===== src/rtl/alu_pkg.sv =====
// Shared ALU encodings: opcodes, PSR bit positions and the flag write mask,
// plus the control word that travels with an instruction through the stage.
package alu_pkg;

    localparam int REG_AW = 4;

    localparam logic [7:0] OP_AND  = 8'h01;
    localparam logic [7:0] OP_OR   = 8'h02;
    localparam logic [7:0] OP_XOR  = 8'h03;
    localparam logic [7:0] OP_NOT  = 8'h04;
    localparam logic [7:0] OP_ADD  = 8'h05;
    localparam logic [7:0] OP_ADDU = 8'h06;
    localparam logic [7:0] OP_ADDC = 8'h07;
    localparam logic [7:0] OP_RSH  = 8'h08;
    localparam logic [7:0] OP_SUB  = 8'h09;
    localparam logic [7:0] OP_CMP  = 8'h0B;
    localparam logic [7:0] OP_ALSH = 8'h0C;
    localparam logic [7:0] OP_ARSH = 8'h0F;
    localparam logic [7:0] OP_LSH  = 8'h84;

    localparam int PSR_C = 0;
    localparam int PSR_L = 2;
    localparam int PSR_F = 5;
    localparam int PSR_Z = 6;
    localparam int PSR_N = 7;

    // Only C, L, F, Z and N are architectural; the other PSR bits read as 0.
    localparam logic [7:0] PSR_MASK = 8'hE5;

    // Control carried alongside the registered operands until retire.
    typedef struct packed {
        logic [7:0]        opcode;
        logic [REG_AW-1:0] rdest;
        logic              wb_en;
    } op_ctrl_t;

    // Opcodes whose ALU flags are written back into the PSR.
    function automatic logic is_flag_op(input logic [7:0] opcode);
        logic hit;
        case (opcode)
            OP_ADD, OP_ADDC, OP_SUB, OP_CMP: hit = 1'b1;
            default:                         hit = 1'b0;
        endcase
        return hit;
    endfunction

endpackage


===== src/rtl/regfile_2r1w.sv =====
// General register file: two combinational operand read ports, one write
// port and a debug read port. Reads see the stored value only (no bypass).
module regfile_2r1w #(
    parameter int NUM_REGS = 16,
    parameter int DATA_W   = 16
) (
    input  logic              clk,
    input  logic              rst_n,
    input  logic              we_i,
    input  logic [3:0]        waddr_i,
    input  logic [DATA_W-1:0] wdata_i,
    input  logic [3:0]        raddr_a_i,
    output logic [DATA_W-1:0] rdata_a_o,
    input  logic [3:0]        raddr_b_i,
    output logic [DATA_W-1:0] rdata_b_o,
    input  logic [3:0]        dbg_raddr_i,
    output logic [DATA_W-1:0] dbg_rdata_o
);

    logic [DATA_W-1:0] mem_q [NUM_REGS];

    // Storage update: clear on reset, single write port otherwise.
    // NOTE: the array is reset deliberately because software expects every
    // register to read 0 after reset; this costs a flop-based array.
    always_ff @(posedge clk or negedge rst_n) begin
        if (!rst_n) begin
            for (int i = 0; i < NUM_REGS; i++) begin
                mem_q[i] <= '0;
            end
        end else if (we_i) begin
            mem_q[waddr_i] <= wdata_i;
        end
    end

    assign rdata_a_o   = mem_q[raddr_a_i];
    assign rdata_b_o   = mem_q[raddr_b_i];
    assign dbg_rdata_o = mem_q[dbg_raddr_i];

endmodule


===== src/rtl/alu_operand_stage.sv =====
// Operand-fetch / writeback stage around the combinational ALU. Captures one
// instruction per cycle with result bypass, presents it to the ALU for one
// cycle, then writes the result to the register file and flags to the PSR.
module alu_operand_stage
    import alu_pkg::*;
#(
    parameter int NUM_REGS = 16,
    parameter int DATA_W   = 16
) (
    input  logic              clk,
    input  logic              rst_n,
    input  logic              issue_valid,
    output logic              issue_ready,
    input  logic [7:0]        issue_opcode,
    input  logic [3:0]        issue_rsrc,
    input  logic [3:0]        issue_rdest,
    input  logic [DATA_W-1:0] issue_imm,
    input  logic              issue_imm_en,
    input  logic              issue_wb_en,
    input  logic              stall,
    output logic [DATA_W-1:0] alu_r1,
    output logic [DATA_W-1:0] alu_r2,
    output logic [7:0]        alu_opcode,
    output logic [7:0]        alu_flags_in,
    input  logic [DATA_W-1:0] alu_result,
    input  logic [7:0]        alu_flags_out,
    output logic              op_valid,
    output logic [7:0]        psr,
    input  logic [3:0]        dbg_raddr,
    output logic [DATA_W-1:0] dbg_rdata
);

    logic [DATA_W-1:0] alu_r1_q, alu_r1_d;
    logic [DATA_W-1:0] alu_r2_q, alu_r2_d;
    op_ctrl_t          ctrl_q, ctrl_d;
    logic              op_valid_q, op_valid_d;
    logic [7:0]        psr_q, psr_d;

    logic              accept;
    logic              retire;
    logic              wb_fire;
    logic              flag_pending;
    logic [DATA_W-1:0] rsrc_rdata, rdest_rdata;
    logic [DATA_W-1:0] rsrc_val, rdest_val;

    assign accept       = issue_valid && !stall;
    assign retire       = op_valid_q && !stall;
    assign wb_fire      = retire && ctrl_q.wb_en;
    // The instruction at the ALU produces flags the next op may consume
    // before the PSR register has caught up.
    assign flag_pending = op_valid_q && is_flag_op(ctrl_q.opcode);

    regfile_2r1w #(
        .NUM_REGS (NUM_REGS),
        .DATA_W   (DATA_W)
    ) u_regfile (
        .clk         (clk),
        .rst_n       (rst_n),
        .we_i        (wb_fire),
        .waddr_i     (ctrl_q.rdest),
        .wdata_i     (alu_result),
        .raddr_a_i   (issue_rsrc),
        .rdata_a_o   (rsrc_rdata),
        .raddr_b_i   (issue_rdest),
        .rdata_b_o   (rdest_rdata),
        .dbg_raddr_i (dbg_raddr),
        .dbg_rdata_o (dbg_rdata)
    );

    // Bypass: a read of the register being written this edge takes the ALU result.
    assign rsrc_val  = (wb_fire && (issue_rsrc  == ctrl_q.rdest)) ? alu_result : rsrc_rdata;
    assign rdest_val = (wb_fire && (issue_rdest == ctrl_q.rdest)) ? alu_result : rdest_rdata;

    // Next-state for operands, control, valid and PSR; stall freezes all of it.
    // NOTE: every target gets a hold default first so no path leaves it
    // unassigned, which would otherwise infer a latch.
    always_comb begin
        alu_r1_d   = alu_r1_q;
        alu_r2_d   = alu_r2_q;
        ctrl_d     = ctrl_q;
        op_valid_d = op_valid_q;
        psr_d      = psr_q;
        if (!stall) begin
            op_valid_d = accept;
            if (accept) begin
                alu_r1_d      = issue_imm_en ? issue_imm : rsrc_val;
                alu_r2_d      = rdest_val;
                ctrl_d.opcode = issue_opcode;
                ctrl_d.rdest  = issue_rdest;
                ctrl_d.wb_en  = issue_wb_en;
            end
            if (retire && is_flag_op(ctrl_q.opcode)) begin
                psr_d = alu_flags_out & PSR_MASK;
            end
        end
    end

    // Stage registers; reset discards any in-flight instruction.
    // NOTE: state is updated with non-blocking assignments so every register
    // samples values from before the edge, independent of statement order.
    always_ff @(posedge clk or negedge rst_n) begin
        if (!rst_n) begin
            alu_r1_q   <= '0;
            alu_r2_q   <= '0;
            ctrl_q     <= '{opcode: 8'h00, rdest: '0, wb_en: 1'b0};
            op_valid_q <= 1'b0;
            psr_q      <= '0;
        end else begin
            alu_r1_q   <= alu_r1_d;
            alu_r2_q   <= alu_r2_d;
            ctrl_q     <= ctrl_d;
            op_valid_q <= op_valid_d;
            psr_q      <= psr_d;
        end
    end

    assign issue_ready  = !stall;
    assign alu_r1       = alu_r1_q;
    assign alu_r2       = alu_r2_q;
    assign alu_opcode   = ctrl_q.opcode;
    assign op_valid     = op_valid_q;
    assign psr          = psr_q;
    assign alu_flags_in = flag_pending ? (alu_flags_out & PSR_MASK) : psr_q;

endmodule

===== config.mk =====
export PLATFORM = sky130hd
export DESIGN_NAME = alu_operand_stage
export DESIGN_NICKNAME = d
export VERILOG_FILES = /design/src/rtl/alu_pkg.sv /design/src/rtl/regfile_2r1w.sv /design/src/rtl/alu_operand_stage.sv
export SDC_FILE = /design/constraint.sdc
export NUM_CORES = 1
export LEC_CHECK = 0
export CAP_MARGIN = 20
export CORE_MARGIN = 5
export CORE_UTILIZATION = 55
export CTS_BUF_LIST = sky130_fd_sc_hd__clkbuf_4 sky130_fd_sc_hd__clkbuf_8 sky130_fd_sc_hd__clkbuf_16
export DETAILED_ROUTE_END_ITERATION = 8
export GPL_ROUTABILITY_DRIVEN = 0
export HOLD_SLACK_MARGIN = 0.12
export PLACE_DENSITY = 0.76
export SKIP_LAST_GASP = 1
export SLEW_MARGIN = 20
export SYNTH_ARGS = -nofsm -noshare
export SYNTH_HDL_FRONTEND = slang
export SYNTH_HIERARCHICAL = 1
export SYNTH_SLANG_ARGS = --single-unit

===== constraint.sdc =====
create_clock -name clk -period 3.4 [get_ports clk]
set_clock_uncertainty 0.2 [all_clocks]
set_input_delay 0.85 -clock clk [delete_from_list [all_inputs] [get_ports clk]]
set_output_delay 0.85 -clock clk [all_outputs]
set_load 0.02 [all_outputs]

Word level (Yosys, flattened, before mapping)

Cells that the tools add are included.

Eq/ne operators: 6
Bitwise gates (word level): 5
Muxes and demuxes: 18
Reduce and logical (&&, ||, !) cells: 12
Magnitude comparators: 5

Operators with widths:

| operator                                                             | count |
|---|---|
| 256-bit bitwise mux                                                  | 1 |
| 16-bit binary-select mux with 4-bit select                           | 3 |
| 16-bit two-way mux                                                   | 10 |
| 16-bit demux with 4-bit select                                       | 1 |
| 5-bit greater-or-equal comparator, second input constant             | 4 |
| 4-bit NOT with 5-bit output                                          | 4 |
| 8-bit by 3-bit == test with 1-bit output, second input constant      | 2 |
| 8-bit by 4-bit == test with 1-bit output, second input constant      | 2 |
| 4-bit == test                                                        | 2 |
| 1-bit logical AND                                                    | 8 |
| 8-bit two-way mux                                                    | 1 |
| 5-bit by 1-bit < comparator with 1-bit output, second input constant | 1 |
| 2-bit AND reduction                                                  | 2 |
| 4-bit OR reduction                                                   | 1 |
| 1-bit two-way mux                                                    | 2 |
| 1-bit zero test                                                      | 1 |
| 1-bit NOT                                                            | 1 |

Register bits after elaboration: 307
Logic and storage cells: 69
Output and inout bits: 74

Logic depth before layout (Yosys ltp)

Word-level depth: 6
Gate-level depth with buffers: 9
Depth with buffers taken out: 6

Cells and area by module

Netlist, hierarchy kept.

Modules (own cells, without submodules):

| module            | area each (um^2) | instances | cells each |
|---|---|---|---|
| regfile_2r1w      | 15162.0          | 1         | 985 |
| alu_operand_stage | 3091.7           | 1         | 345 |

Worst setup path after synthesis

Ideal clock, no wire load.

Kind: input port to output port
From: in dbg_raddr[0]
To: out dbg_rdata[0]
Data arrival time: 2.224 ns
Required time: 2.350 ns
Path buffers: 2
Path slack: 0.126 ns
Stages: 5
Path through: buf_2 -> buf_2 -> mux4_2 -> a22oi_1 -> nand2_1

Longest elaborated chain between the ends: 4

Ends and longest elaborated chain:

| what                                                   | line                    | source |
|---|---|---|
| start, declared                                        | alu_operand_stage.sv:29 | `input logic [3:0] dbg_raddr,` |
| 4-bit NOT with 5-bit output (not written as such)      | regfile_2r1w.sv:37      | `assign dbg_rdata_o = mem_q[dbg_raddr_i];` |
| 16-bit binary-select mux with 4-bit select             | regfile_2r1w.sv:37      |  |
| 16-bit two-way mux (not written as such) (2 in series) | regfile_2r1w.sv:37      |  |
| end, declared                                          | alu_operand_stage.sv:30 | `output logic [DATA_W-1:0] dbg_rdata` |

Every way passes these cells. The select of a mux whose other input is x is not followed.

Worst setup path after layout

From: in dbg_raddr[0]
To: out dbg_rdata[12]

The elaborated chain is that of the path after synthesis.

==> flow_metrics.py <==
metrics = {
    "status": {
        "run_status": "completed",
    },
    "clock_tree": {
        "postCtsHoldBufs": 0,
        "htree_num_levels": 2,
        "clock_path_buffers": 3,
        "cts_num_sinks": 307,
        "tritoncts": "done",
        "clock_latency_ns": 0.51,
        "cts_root_buffer": "sky130_fd_sc_hd__clkbuf_16",
        "clk_pin_slew_worst_setup_hold_paths_ns": 0.06,
        "cts_buffers": 34,
    },
    "place": {
        "detailed_place_hpwl_mm": 35.7,
        "place_inst": 1868,
        "detailedPlace.worstSlack_ns": -0.463,
        "postPlaceCellArea_mm2": 0.0207,
        "port_buffers": 130,
    },
    "detailed_routing": {
        "vias": 13500,
        "pre_repair_dr_iteration_count": 5,
        "wl_per_cell_um": 29.0,
        "via_per_inst": 6.99,
        "iteration_0_drc_count_of_the_detailed_router": 1323,
        "route.final.wire_length_mm": 56.0,
        "ant_nets": 0,
        "drc": 0,
    },
    "logic_synthesis": {
        "synth.yosys.warnings": 6,
        "synth-compound-area-share_pct": 7.95,
        "post_synth_mux_area_share_pct": 40.1,
        "synth.yosys.seq_area_share_pct": 42.1,
        "netlist_instances": 1330,
        "ys_dominant_reg_cell": "sky130_fd_sc_hd__dfrtp_1",
        "synth_enable_flop_cells": 0,
        "post_synth_and_or_nand_nor_area_fraction_pct": 5.57,
        "synth_xor_xnor_area_share_pct": 0.432,
        "ys_ff_latch": 307,
        "synthesis.area_per_instance_um2": 13.7,
        "synthesized_area_mm2": 0.0183,
        "main_combinational_cell_family_by_area_after_synthesis": "multiplexers",
        "synthAdderAreaFrac_pct": 0,
        "synth_cell_type_count": 40,
        "async_flop_share_pct": 100,
    },
    "finish": {
        "antennaDiodeCount": 0,
        "final-instance-count-excl-fill": 1932,
        "layout.nets": 1533,
        "flow.area_growth_from_synthesis_pct": 21.0,
        "drive_gt1_share_pct": 43.7,
        "final_instance_area_mm2": 0.0221,
        "fillerInstances": 2196,
        "finish.utilization_pct": 67.7,
    },
    "timing": {
        "period_needed_ns": 3.40,
        "final.period_utilization_pct": 100,
        "timing.max_slew.rel_slack_pct": 18.1,
        "setup_repair_after_global_routing_missed_its_margin": "true",
        "final-max-slew-violation-count": 0,
        "highest_clock_frequency_the_design_can_meet_mhz": 294,
        "setup_ws_ns": 0.000405,
        "worst_pin_slew_ns": 1.23,
        "finalHoldViolCount": 0,
        "setup_viol": 0,
    },
    "worst_hold_path": {
        "worstHoldPathType": "input pin to asynchronous set/reset pin",
    },
    "worst_setup_path": {
        "rr_endpoint": "u_regfile/mem_q[197]",
        "endpoint_required_time_on_the_critical_path_ns": 2.35,
        "setup.worst_path.end_class": "output pin",
        "worstSetupStartpointType": "input pin",
        "reg2regPathDepth": 6,
        "arrival_ns": 2.35,
        "worst_r2r_startpoint": "op_valid",
        "timing_worst_setup_path_type": "input pin to output pin",
        "reg2reg_setup_slack_ns": 1.22,
        "critical_path_peak_fanout": 4,
    },
    "die": {
        "fp-row-count": 66,
        "placeableCoreArea_mm2": 0.0326,
        "design.portCount": 140,
        "die_x_um": 192,
        "die-area_mm2": 0.0369,
        "die_height_um": 192,
        "initial_core_util_pct": 56.0,
    },
    "power": {
        "static-leakage-power_uw": 0.00968,
        "ir_worst_vdd_v": 0.000452,
        "power.density_cell_area_mw_per_mm2": 523,
        "post-layout-total-power_uw": 11600,
    },
    "global_routing": {
        "grt_util_all_layers_pct": 30.6,
        "grt_antenna_before_repair": 0,
        "global_route.usage.met2_pct": 47.3,
        "grt_max_degree": 78,
        "global_route_wire_length_before_repair_mm": 85.8,
        "grt_pass1_vias": 14000,
        "grtUsageMet1_pct": 41.6,
        "most_utilized_layer_in_the_global_route_result": "met2",
        "met3_usage_pct": 6.40,
        "globalRouteOverflowTotal": 0,
    },
    "flow_run": {
        "drv_cap": 0,
    },
}
==> metal layers <==
metal	vias to the layer above	part of all wire (%)	routed length, µm
met4	0	6.1	3400
met2	828	47	26300
met3	207	10	5620
met5	-	0	0
met1	7000	37	20700
li1	5473	-	-
==> layout make-up <==
cell class                 instances  area, µm²  area share, %
timing repair buffer             242       2660           12.1
tap                              442        553           2.50
clock inverter                     8        119          0.538
clock buffer                      51       1060           4.79
sequential                       307       7680           34.8
inverter                           2       7.51         0.0340
multi-input combinational        880      10000           45.3
==> critical path: stages <==
cell,delay (ns)
sky130_fd_sc_hd__buf_12,0.11
sky130_fd_sc_hd__buf_12,0.13
sky130_fd_sc_hd__buf_12,0.13
sky130_fd_sc_hd__buf_6,0.09
sky130_fd_sc_hd__mux4_2,0.50
sky130_fd_sc_hd__a22oi_2,0.27
sky130_fd_sc_hd__nand2_2,0.12
sky130_fd_sc_hd__buf_6,0.15
==> how the worst max path moves through the flow <==
stage / startpoint / slack [ns] / cells past startpoint / endpoint
floorplan: dbg_raddr[0] / 0.13 / 5 / dbg_rdata[0]
global placement: dbg_raddr[0] / -0.44 / 7 / dbg_rdata[9]
detailed placement: dbg_raddr[0] / -0.46 / 7 / dbg_rdata[9]
CTS: dbg_raddr[0] / -0.02 / 7 / dbg_rdata[9]
global route: dbg_raddr[0] / -0.02 / 8 / dbg_rdata[12]
finish: dbg_raddr[0] / 0.0004 / 8 / dbg_rdata[12]
==> power by group <==
group          internal [µW]  total (µW)  switching, µW
Sequential              4240        4830            583
Clock                   2380        3880           1500
Combinational           1610        2860           1250
==> cells by family after synthesis <==
logic type / after synthesis
AO/OA/AOI/OAI: 192
XOR/XNOR: 9
buffers and inverters: 148
flip-flops: 307
multiplexers: 458
other: 1
AND/OR/NAND/NOR: 215
==> state kept, by name, indices dropped and copies added, names as in the netlist <==
register	flops
psr	5
alu_opcode	8
ctrl_q	5
alu_r2	16
u_regfile/mem_q	256
alu_r1	16
op_valid	1
==> metrics by stage <==
| stage | setup TNS [ns] | hold WS [ns] |
|---|---|---|
| after CTS | -0.0376 | 0.125 |
| after floorplan | 0 | 0.246 |
| final | 0 | 0.110 |
| after global routing | -0.0310 | 0.151 |
| after global placement | -5.66 | 0.261 |
| after detailed placement | -5.79 | 0.263 |
==> synth_stat cells, drive strengths merged (7+ instances only) <==
cell type | n | area (µm²)
o211ai | 32 | 290
mux2 | 266 | 3000
dfrtp | 307 | 7680
buf | 77 | 433
nand2 | 123 | 462
o21ai | 16 | 80.1
nor2b | 7 | 43.8
nand3b | 19 | 143
a211o | 32 | 280
a22oi | 96 | 721
nor2 | 14 | 70.1
xnor2 | 8 | 70.1
mux4 | 192 | 4320
a21oi | 16 | 80.1
nor3 | 32 | 160
clkbuf | 69 | 262
==> cell usage in the layout (no fill, tap or decap), drive strengths merged, types with 4 or more instances in the layout <==
cell type and count:
nor3 32, a211o 32, o21ai 16, mux4 192, clkinv 5, nor2 14, o211ai 32, nand2 123
a22oi 96, dlygate4sd2 5, nand2b 4, conb 6, clkbuf 52, nand3b 19, a21oi 16, mux2 266
dfrtp 307, clkdlybuf4s50 101, nor2b 7, xnor2 8, buf 132
==> what timing repair did <==
action	4_1_cts	5_1_grt
cloned	1	0
gates resized for setup	83	24
pin swaps	5	5
buffers inserted	3	1
setup endpoints to repair	21	14
No activity file was read; power rests on OpenSTA's default activity.
